===== config.mk =====
export PLATFORM = sky130hd
export DESIGN_NAME = code_emit_flat
export DESIGN_NICKNAME = d
export VERILOG_FILES = /design/src/rtl/code_emit_pkg.sv /design/src/rtl/mb8_io.sv /design/src/rtl/code_emit.sv /design/src/flat_wrapper.sv
export SDC_FILE = /design/constraint.sdc
export NUM_CORES = 1
export LEC_CHECK = 0
export CORE_ASPECT_RATIO = 0.5
export CORE_MARGIN = 4
export CORE_UTILIZATION = 35
export CTS_CLUSTER_SIZE = 16
export DETAILED_ROUTE_END_ITERATION = 8
export GPL_ROUTABILITY_DRIVEN = 0
export GPL_TIMING_DRIVEN = 0
export MAX_ROUTING_LAYER = met4
export PLACE_DENSITY = 0.74
export SKIP_LAST_GASP = 1
export SYNTH_ARGS = -nofsm -noshare
export SYNTH_HDL_FRONTEND = slang
export SYNTH_SLANG_ARGS = --single-unit

===== constraint.sdc =====
create_clock -name clk -period 3 [get_ports clk]
set_input_delay 0.6 -clock clk [delete_from_list [all_inputs] [get_ports clk]]
set_output_delay 0.6 -clock clk [all_outputs]
set_load 0.03 [all_outputs]

===== src/rtl/code_emit_pkg.sv =====
// Shared types for the opcode-stream writer: opcode bytes, emit kinds and
// the writer FSM states, plus the kind-to-literal-length mapping.
package code_emit_pkg;

   typedef enum logic [7:0] {
      _NOP   = 8'h00,
      _DOLIT = 8'h01,
      _DUP   = 8'h02,
      _DROP  = 8'h03,
      _ADD   = 8'h04,
      _EXIT  = 8'h05
   } opcode_e;

   typedef enum logic [1:0] {
      K_OP  = 2'd0,
      K_B8  = 2'd1,
      K_W16 = 2'd2,
      K_W32 = 2'd3
   } emit_kind_e;

   typedef enum logic {
      IDLE = 1'b0,
      WR   = 1'b1
   } emit_st_e;

   localparam int LEN_W = 3;

   // Number of literal bytes that trail the opcode byte.
   function automatic logic [LEN_W-1:0] kind_len(input emit_kind_e k);
      case (k)
         K_OP:    kind_len = 3'd0;
         K_B8:    kind_len = 3'd1;
         K_W16:   kind_len = 3'd2;
         K_W32:   kind_len = 3'd4;
         default: kind_len = 3'd0;
      endcase
   endfunction

endpackage


===== src/rtl/mb8_io.sv =====
// Byte-wide memory port: write enable, byte address and write data.
interface mb8_io #(
   parameter int ASZ = 17
);
   logic           we;
   logic [ASZ-1:0] ai;
   logic [7:0]     vi;

   modport master (output we, ai, vi);
   modport slave  (input  we, ai, vi);
endinterface


===== src/rtl/code_emit.sv =====
// Serialises emit requests (opcode plus little-endian literal) into byte
// memory at HERE, advancing HERE by one per byte written.
module code_emit
   import code_emit_pkg::*;
#(
   parameter int             DSZ = 32,
   parameter int             ASZ = 17,
   parameter logic [ASZ-1:0] IP0 = 'h100
) (
   input  logic           clk,
   input  logic           rst,
   input  logic           en,
   mb8_io.master          mb_if,
   input  logic           req,
   input  emit_kind_e     kind,
   input  opcode_e        op,
   input  logic [DSZ-1:0] val,
   input  logic           set,
   input  logic [ASZ-1:0] here_i,
   output logic           rdy,
   output logic           done,
   output logic [ASZ-1:0] here
);

   emit_st_e         st_q, st_d;
   logic [ASZ-1:0]   here_q, here_d;
   logic [LEN_W-1:0] k_q, k_d;
   logic [LEN_W-1:0] len_q, len_d;
   opcode_e          op_q, op_d;
   logic [DSZ-1:0]   val_q, val_d;
   logic             done_q, done_d;
   logic [DSZ-1:0]   val_sh;

   always_ff @(posedge clk) begin
      if (rst) begin
         st_q   <= IDLE;
         here_q <= IP0;
         k_q    <= '0;
         len_q  <= '0;
         op_q   <= _NOP;
         val_q  <= '0;
         done_q <= 1'b0;
      end else begin
         st_q   <= st_d;
         here_q <= here_d;
         k_q    <= k_d;
         len_q  <= len_d;
         op_q   <= op_d;
         val_q  <= val_d;
         done_q <= done_d;
      end
   end

   always_comb begin
      st_d   = st_q;
      here_d = here_q;
      k_d    = k_q;
      len_d  = len_q;
      op_d   = op_q;
      val_d  = val_q;
      done_d = 1'b0;
      case (st_q)
         IDLE: begin
            // set wins over a coincident req, which is dropped unacknowledged
            if (en && set) begin
               here_d = here_i;
            end else if (en && req) begin
               op_d  = op;
               val_d = val;
               len_d = kind_len(kind);
               k_d   = '0;
               st_d  = WR;
            end
         end
         WR: begin
            if (en) begin
               here_d = here_q + 1'b1;
               k_d    = k_q + 3'd1;
               if (k_q == len_q) begin
                  st_d   = IDLE;
                  done_d = 1'b1;
               end
            end
         end
         default: st_d = IDLE;
      endcase
   end

   // Byte k (k>=1) of the literal sits at bit 8*(k-1); k==0 selects the opcode.
   always_comb begin
      val_sh = val_q >> {k_q - 3'd1, 3'b000};
   end

   assign mb_if.we = (st_q == WR) && en;
   assign mb_if.ai = here_q;
   assign mb_if.vi = (k_q == '0) ? op_q : val_sh[7:0];

   assign rdy  = (st_q == IDLE);
   assign done = done_q;
   assign here = here_q;

endmodule

===== src/flat_wrapper.sv =====
// flat-port wrapper written by rule: the top's interface ports become plain ports
module code_emit_flat import code_emit_pkg::*;
#(
   parameter int             DSZ = 32,
   parameter int             ASZ = 17,
   parameter logic [ASZ-1:0] IP0 = 'h100
)
  (clk, rst, en, req, kind, op, val, set, here_i, rdy, done, here, mb_if_we, mb_if_ai, mb_if_vi);
  mb8_io #(.ASZ(ASZ)) mb_if_i ();
  input  logic clk;
  input  logic rst;
  input  logic en;
  input  logic req;
  input  emit_kind_e kind;
  input  opcode_e op;
  input  logic [DSZ-1:0] val;
  input  logic set;
  input  logic [ASZ-1:0] here_i;
  output logic rdy;
  output logic done;
  output logic [ASZ-1:0] here;
  output wire logic [$bits(mb_if_i.we)-1:0] mb_if_we;
  output wire logic [$bits(mb_if_i.ai)-1:0] mb_if_ai;
  output wire logic [$bits(mb_if_i.vi)-1:0] mb_if_vi;
  assign mb_if_we = mb_if_i.we;
  assign mb_if_ai = mb_if_i.ai;
  assign mb_if_vi = mb_if_i.vi;
  code_emit #(.DSZ(DSZ), .ASZ(ASZ), .IP0(IP0)) u_core (.clk(clk), .rst(rst), .en(en), .mb_if(mb_if_i), .req(req), .kind(kind), .op(op), .val(val), .set(set), .here_i(here_i), .rdy(rdy), .done(done), .here(here));
endmodule

==> results of run 1 <==
## sequential cells by signal, indices dropped and copies added (netlist names)
| name | cells |
|---|---|
| u_core.k_q | 3 |
| u_core.here | 17 |
| u_core.st_q | 1 |
| u_core.len_q | 3 |
| u_core.done | 1 |
| u_core.val_q | 32 |
| u_core.op_q | 8 |
## final cells by class
class                           instances  share of cell area [%]
Buffer                                 48                   6.543
Clock buffer                           10                   4.716
Clock inverter                          6                   1.778
Inverter                                8                  0.5926
Multi-Input combinational cell        295                   35.51
Sequential cell                        65                   25.78
Tap cell                              135                   3.333
Timing Repair Buffer                  111                   21.75
## kinds of logic after synthesis
logic type	Yosys count
AO/OA/AOI/OAI	112
buffers and inverters	56
AND/OR/NAND/NOR	164
multiplexers	11
flip-flops	65
adder cells (fa/ha/maj)	4
XOR/XNOR	4
## power by group through the flow
| stage | combinational (mW) | sequential [mW] | clock, mW |
|---|---|---|---|
| after detailed placement | 0.409 | 0.955 | 0 |
| after floorplan | 0.196 | 0.972 | 0 |
| after CTS | 0.418 | 0.936 | 1.17 |
| final | 0.419 | 0.937 | 1.16 |
| after global routing | 0.450 | 0.942 | 1.22 |
| after global placement | 0.404 | 0.953 | 0 |
## per-stage QoR
stage	cells	power, mW
6_report	678	2.517
5_1_grt	678	2.607
4_1_cts	677	2.522
3_5_place_dp	658	1.364
3_3_place_gp	658	1.357
2_1_floorplan	416	1.168
## worst register-to-register path, cell delays in order, from the launching register on
cell,delay (ps)
dfxtp_1,430
ha_1,290
nand4_4,170
nor4_4,410
a31o_1,200
a31oi_1,70
## timing repair
item / 4_1_cts / 5_1_grt
pin swaps: 0 / 3
cloned: 1 / 0
endpoints found under the setup margin: 8 / 8
gates resized for setup: 55 / 11
buffers inserted: 2 / 1
## synthesized netlist by cell type, drive strengths merged, types with 3 or more instances
master,instances,area share (%)
a22oi,12,2.6
dfxtp,65,38
ha,4,1.5
buf,36,7.0
nand2,98,11
inv,8,0.88
a31oi,5,0.92
o32ai,4,1.0
nand3,18,2.8
nor2b,3,0.62
a21oi,52,7.6
mux2i,3,0.88
o22ai,3,0.55
nor4,7,1.7
and3,6,1.1
clkbuf,12,2.2
nor3,5,0.73
o21ai,16,2.5
mux4,8,5.3
nand4,5,1.8
nor2,12,1.4
o31a,3,0.81
xor2,3,0.77
## per-layer routing
metal / share of wire, % / GRT usage, % / routed length [µm]
met2: 48 / 31.25 / 5141
met4: 2.7 / 8.829 / 288
met1: 43 / 22.96 / 4571
met5: 0 / - / 0
met3: 6.4 / 5.018 / 680
## path summary, 6_finish.rpt
path	from	slack (ps)	to
max	u_core.k_q[0]$_SDFFE_PP0P_	80	mb_if_vi[0]
min	u_core.val_q[30]$_SDFFE_PP0P_	460	u_core.val_q[30]$_SDFFE_PP0P_
max reg2reg	u_core.here[0]$_SDFFE_PP0P_	1310	u_core.here[16]$_SDFFE_PP0P_
min reg2reg	u_core.val_q[30]$_SDFFE_PP0P_	460	u_core.val_q[30]$_SDFFE_PP0P_
==> impl_metrics.ini, run 1 <==
[floorplanning]
ios = 109
die_w_um = 147.7
die_y_um = 77.84
dieArea_um2 = 11500
start_util_pct = 36.03
fp-row-count = 25
core_area_um2 = 9478

[global_route]
grt_use_total_pct = 19.39
grt_pass1_vias = 3507
antenna_found_initial = 0
grt_start_max_net_pins = 13
grt_pass1_wl_um = 17280
grt-ovfl-total = 0

[worst_setup_path]
critPathTopFamily = buffers and inverters
cp_max_fo = 4
rr_worst_depth = 5
critPathMaxStageDelay_ps = 520
cp.required_ps = 2400
critPathLaunchType = register
critPathKind = reg -> out
cp.arrival_ps = 2320
worst-path-stages = 8
crit_path_end_kind = primary output
worstPathCellList = buf_8, inv_2, ha_4, bufbuf_16, mux4_2, a22oi_2, o21ai_0, buf_4
path_buf_inv = 4
slowest_stage = mux4_2

[synthesis]
syn-cell-area_um2 = 3415
synth_compound_area_share_pct = 20.04
syn_inst = 416
syn_nets = 484
yosys_warnings = 0
synth_xor_area_share_pct = 1.026
ys_seq_area_share_pct = 38.11
synth_ff_type = dfxtp_1
yosys.area_share.simple_pct = 23.12
synth.avg_cell_area_um2 = 8.208
synthAdderAreaFrac_pct = 1.466
synthMuxAreaShare_pct = 6.156
synth_seq_cells = 65
synthArstFlopShare_pct = 0
synth_top_family_by_area = simple AND/OR/NAND/NOR gates
ys_types = 55
synth_edf_count = 0

[power]
clkPwrFrac_pct = 46.1
p_comb_share_pct = 16.7
ir_drop_v = 0.0002585
switchingPower_uw = 654.0
pwr-share-seq_pct = 37.2
intPower_mw = 1.863
p_per_area_nw_per_um2 = 496.7
p_leak_nw = 1.816
switching_share_pct = 25.98

[sta]
finalHoldViolCount = 0
tns_ps = 0
fin_skew_ps = 8.518
min_period_ps = 2925
drv_slew = 0
setup_violations = 0
max_slew_margin_pct = 61.78
setup_slack_ps = 75.44
fin_crit_sh_pct = 97.49
clock.fmax_ghz = 0.3419
worst_hold_slack_ps = 455.8
worst_pin_slew_ps = 573.3

[detailed_routing]
num_vias = 3537
routedWlPerCell_um = 15.75
via_per_inst = 5.217
drt_wl_total_um = 10680
detail_route.iter0.violations = 290
drc = 0
first_pass_iters = 5
drtAntennaViolNets = 0

[layout]
multi_input_area_um2 = 1799
seq_area_um2 = 1306
nets = 606
design_area_um2 = 5067
utilization_pct = 53.47
insertedDiodeCount = 0
fill_cells = 854
drive_above_1_share_pct = 16.94
layout_common_cells = 99 x clkdlybuf4s50_1, 98 x nand2_1, 63 x dfxtp_1, 52 x a21oi_1, 26 x buf_4
final_common_cell = clkdlybuf4s50_1
syn_to_final_growth_pct = 48.41

[placement]
port_buffers = 107
place_ws_ps = -316.3
post_dp_cell_area_um2 = 4654
place_hpwl_um = 7561

[cts]
clk_pin_slew_ps = 60
cts_tree = yes
clockRootBuffer = clkbuf_16
cts_sinks = 65
cts_buffer_depth = 2
ctsHoldBuffers = 0
cts_buffers = 9
insertion_delay_ps = 340
htreeDepth = 3

[outcome]
status = complete, no violations

[hold_path]
hold_path.class = reg -> reg
min_delay_path_depth = 2

[job]
drv_cap = 0
No activity file was read; power rests on OpenSTA's default activity.
==> run 2, diff against run 1 <==
CORE_MARGIN = 2   (was 4)
CORE_UTILIZATION = 47   (was 35)
PLACE_DENSITY = 0.92   (was 0.74)
==> impl_metrics.ini, run 2 (synthesis gave the netlist of run 1 again) <==
[outcome]
status = complete, no violations

[sta]
clock.fmax_ghz = 0.3431
fin_skew_ps = 10.62
tns_ps = 0
min_period_ps = 2915
worst_pin_slew_ps = 569.6
worst_hold_slack_ps = 460.3
setup_violations = 0
finalHoldViolCount = 0
rsz0062_at_grt = false
max_slew_margin_pct = 62.03
fin_crit_sh_pct = 97.16
drv_slew = 0

[cts]
clockRootBuffer = clkbuf_16
cts_buffers = 9
clk_pin_slew_ps = 60
insertion_delay_ps = 330
cts_tree = yes
ctsHoldBuffers = 0
htreeDepth = 3
cts_sinks = 65
cts_buffer_depth = 2

[layout]
layout_common_cells = 99 x clkdlybuf4s50_1, 98 x nand2_1, 63 x dfxtp_1, 52 x a21oi_1, 23 x buf_4
drive_above_1_share_pct = 16.42
fill_cells = 507
final_common_cell = clkdlybuf4s50_1
nets = 605
utilization_pct = 72.51
multi_input_area_um2 = 1794
syn_to_final_growth_pct = 45.62
seq_area_um2 = 1304
design_area_um2 = 4972
insertedDiodeCount = 0
largest_reg_flops = 32
largest_register = u_core.val_q

[global_route]
grt-ovfl-total = 0
gr-usage-met1_pct = 31.32
antenna_found_initial = 0
grt_pass1_vias = 3542
grt_pass1_wl_um = 16790
grt_use_met3_pct = 6.281
grt_use_met2_pct = 45.77
grt.busiest_layer = met2
grt_use_total_pct = 27.26
grt_start_max_net_pins = 14

[power]
p_leak_nw = 1.807
p_per_area_nw_per_um2 = 504.3
ir_drop_v = 0.0002750

[placement]
place_hpwl_um = 7193
post_dp_cell_area_um2 = 4601
port_buffers = 107

[worst_setup_path]
critPathLaunchType = register
rrSetupSlack_ps = 1310
critPathKind = reg -> out
cp.required_ps = 2400
crit_path_end_kind = primary output
cp_max_fo = 4
cp.arrival_ps = 2310

[floorplanning]
die_y_um = 64.27
ios = 109
fp-row-count = 21
core_area_um2 = 6858
die_w_um = 124.5
start_util_pct = 49.79
dieArea_um2 = 8004

[detailed_routing]
drtAntennaViolNets = 0
routedWlPerCell_um = 17.28
detail_route.iter0.violations = 301
num_vias = 3695
drc = 0
first_pass_iters = 6
drt_wl_total_um = 10950
via_per_inst = 5.828

[job]
drv_cap = 0

[hold_path]
hold_path.class = reg -> reg
-- run 2: worst max-delay path: stages (launching register included) --
cell and delay, ps:
dfxtp_2 350, buf_6 110, inv_1 70, ha_4 300, clkbuf_16 140, mux4_2 530
a22oi_1 170, o21ai_0 100, buf_2 200
-- run 2: layer usage --
| metal | wire length [µm] | part of all wire (%) |
|---|---|---|
| met4 | 356 | 3.3 |
| met3 | 910 | 8.3 |
| met5 | 0 | 0 |
| met1 | 4329 | 40 |
| met2 | 5357 | 49 |
-- run 2: final cells by class --
cell class / count / area share, %
Inverter: 8 / 0.6039
Sequential cell: 65 / 26.22
Buffer: 48 / 6.593
Timing Repair Buffer: 110 / 21.64
Clock inverter: 7 / 2.013
Clock buffer: 9 / 4.529
Tap cell: 92 / 2.315
Multi-Input combinational cell: 295 / 36.08
-- run 2: path summary, 6_finish.rpt --
| path | start | to | depth (start not counted) |
|---|---|---|---|
| max reg2reg | u_core.here[0]$_SDFFE_PP0P_ | u_core.here[16]$_SDFFE_PP0P_ | 5 |
| min reg2reg | u_core.op_q[1]$_SDFFE_PP0P_ | u_core.op_q[1]$_SDFFE_PP0P_ | 2 |
| max | u_core.k_q[0]$_SDFFE_PP0P_ | mb_if_vi[1] | 8 |
| min | u_core.op_q[1]$_SDFFE_PP0P_ | u_core.op_q[1]$_SDFFE_PP0P_ | 2 |
-- run 2: power breakdown --
group | total (mW) | internal (mW) | switching, mW
combinational | 0.421 | 0.210 | 0.211
sequential | 0.938 | 0.898 | 0.0403
clock | 1.15 | 0.736 | 0.412
-- run 2: metrics by stage --
stage	power (mW)	worst slack [ps]	cells
detailed placement	1.362	-297.1	615
CTS	2.491	33.43	632
global placement	1.351	-237.8	615
finish	2.507	85.33	634
global route	2.574	14.66	634
floorplan	1.168	203.5	416
-- run 2: timing repair --
| action | CTS | global route |
|---|---|---|
| setup buffers | 1 | 1 |
| pin swaps | 0 | 0 |
| cloned | 0 | 1 |
| gates resized for setup | 50 | 10 |
| setup endpoints to repair | 8 | 8 |
==> run 3, diff against run 2 <==
CORE_UTILIZATION = 50   (was 47)
MAX_ROUTING_LAYER = not set   (was met4)
PLACE_DENSITY = 0.95   (was 0.92)
clock period = 3.75 ns   (was 3 ns; I/O delays follow)
==> impl_metrics.ini, run 3 (synthesis gave the netlist of run 1 again) <==
[placement]
port_buffers = 107
place_hpwl_um = 7141
post_dp_cell_area_um2 = 4601

[power]
switchingPower_uw = 526.1
p_leak_nw = 1.799
p_comb_share_pct = 16.5
p_per_area_nw_per_um2 = 406.0
intPower_mw = 1.471
switching_share_pct = 26.35
clkPwrFrac_pct = 46.0
pwr-share-seq_pct = 37.6
ir_drop_v = 0.0002363

[detailed_routing]
via_per_inst = 5.739
detail_route.iter0.violations = 297
drtAntennaViolNets = 0
drt_wl_total_um = 10230
num_vias = 3621
first_pass_iters = 7
routedWlPerCell_um = 16.22
drc = 0

[cts]
post-cts-setup-buffer-count = 0
cts_buffers = 9
htreeDepth = 3
cts_sinks = 65
cts_buffer_depth = 2
insertion_delay_ps = 330
cts_tree = yes
clk_pin_slew_ps = 60
clockRootBuffer = clkbuf_16

[layout]
utilization_pct = 73.99
insertedDiodeCount = 0
nets = 602
drive_above_1_share_pct = 13.36
largest_reg_flops = 32
largest_register = u_core.val_q
final_common_cell = clkdlybuf4s50_1
syn_to_final_growth_pct = 44.05
design_area_um2 = 4918
fill_cells = 452
layout_common_cells = 99 x clkdlybuf4s50_1, 98 x nand2_1, 65 x dfxtp_1, 52 x a21oi_1, 20 x buf_4

[worst_setup_path]
cp.arrival_ps = 2790
cp.required_ps = 3000
crit_path_end_kind = primary output
critPathKind = reg -> out
critPathLaunchType = register
cp_max_fo = 10

[floorplanning]
die_y_um = 62.44
fp-row-count = 21
die_w_um = 120.9
ios = 109
core_area_um2 = 6648
start_util_pct = 51.36
dieArea_um2 = 7546

[sta]
finalHoldViolCount = 0
rsz0062_at_grt = false
worst_pin_slew_ps = 528.6
max_slew_margin_pct = 64.63
setup_violations = 0
clock.fmax_ghz = 0.2827
drv_slew = 0
min_period_ps = 3538
fin_skew_ps = 6.559
fin_crit_sh_pct = 94.34
tns_ps = 0

[outcome]
status = complete, no violations

[job]
drv_cap = 0

[global_route]
grt_pass1_vias = 3628
grt_start_max_net_pins = 14
grt_pass1_wl_um = 16820
grt_use_total_pct = 27.94
antenna_found_initial = 0
grt-ovfl-total = 0

[hold_path]
hold_path.class = reg -> reg
-- run 3: cell count changes in the layout (fill, tap and decap cells not counted), sizes merged --
cell	previous run	this run
buf	46	35
dlygate4sd2	0	8
-- run 3: metrics by stage --
| stage | power, mW | hold slack [ps] | cells | worst slack, ps |
|---|---|---|---|---|
| after floorplan | 0.9343 | 430.5 | 416 | 803.5 |
| after global placement | 1.081 | 439.5 | 615 | 345.4 |
| after detailed placement | 1.088 | 448.5 | 615 | 305.1 |
| after CTS | 1.995 | 456.9 | 631 | 181.6 |
| after global routing | 2.058 | 474.8 | 631 | 5.892 |
| final | 1.997 | 455.6 | 631 | 212.3 |
-- run 3: worst paths after layout --
kind	from	end	slack, ps	depth (start not counted)
hold / removal	u_core.op_q[7]$_SDFFE_PP0P_	u_core.op_q[7]$_SDFFE_PP0P_	460	2
hold reg to reg	u_core.op_q[7]$_SDFFE_PP0P_	u_core.op_q[7]$_SDFFE_PP0P_	460	2
setup reg to reg	u_core.here[0]$_SDFFE_PP0P_	u_core.here[12]$_SDFFE_PP0P_	1940	5
setup / recovery	u_core.k_q[0]$_SDFFE_PP0P_	mb_if_vi[3]	210	8
-- run 3: power by group through the flow --
stage	clock network, mW	registers [mW]	logic [mW]
floorplan	0	0.778	0.157
global placement	0	0.761	0.319
detailed placement	0	0.763	0.325
CTS	0.920	0.748	0.326
global route	0.956	0.753	0.349
finish	0.918	0.750	0.329
-- run 3: area by class of cell --
| type | instances | area, µm² | area share, % |
|---|---|---|---|
| inverter | 8 | 30.03 | 0.6105 |
| clock buffer | 9 | 225.2 | 4.579 |
| tap | 92 | 115.1 | 2.340 |
| clock inverter | 7 | 100.1 | 2.035 |
| sequential | 65 | 1301 | 26.46 |
| timing repair buffer | 107 | 1061 | 21.57 |
| multi-input combinational | 295 | 1769 | 35.97 |
| buffer | 48 | 316.6 | 6.436 |
-- run 3: per-layer routing --
metal  wire length [µm]  part of all wire, %  GRT usage [%]  up-vias
li1                   -                    -              -     1696
met1               4278                   42          33.89     1702
met2               4973                   49          46.35      200
met3                832                  8.1          8.394       23
met4                148                  1.4          11.77        0
met5                  0                    0              0        -
-- run 3: worst max-delay path, stage by stage, from the launching register on --
cell           delay [ps]
dfxtp_1               400
clkbuf_4              280
inv_1                  90
ha_1                  280
buf_4                 210
mux4_2                550
a22oi_1               170
o21ai_0               100
dlygate4sd2_1         380
-- run 3: timing repair --
action,in CTS,in global routing
hold buffers,0,0
endpoints found under the hold margin,0,0
resized for setup,8,1
setup endpoints to repair,8,4
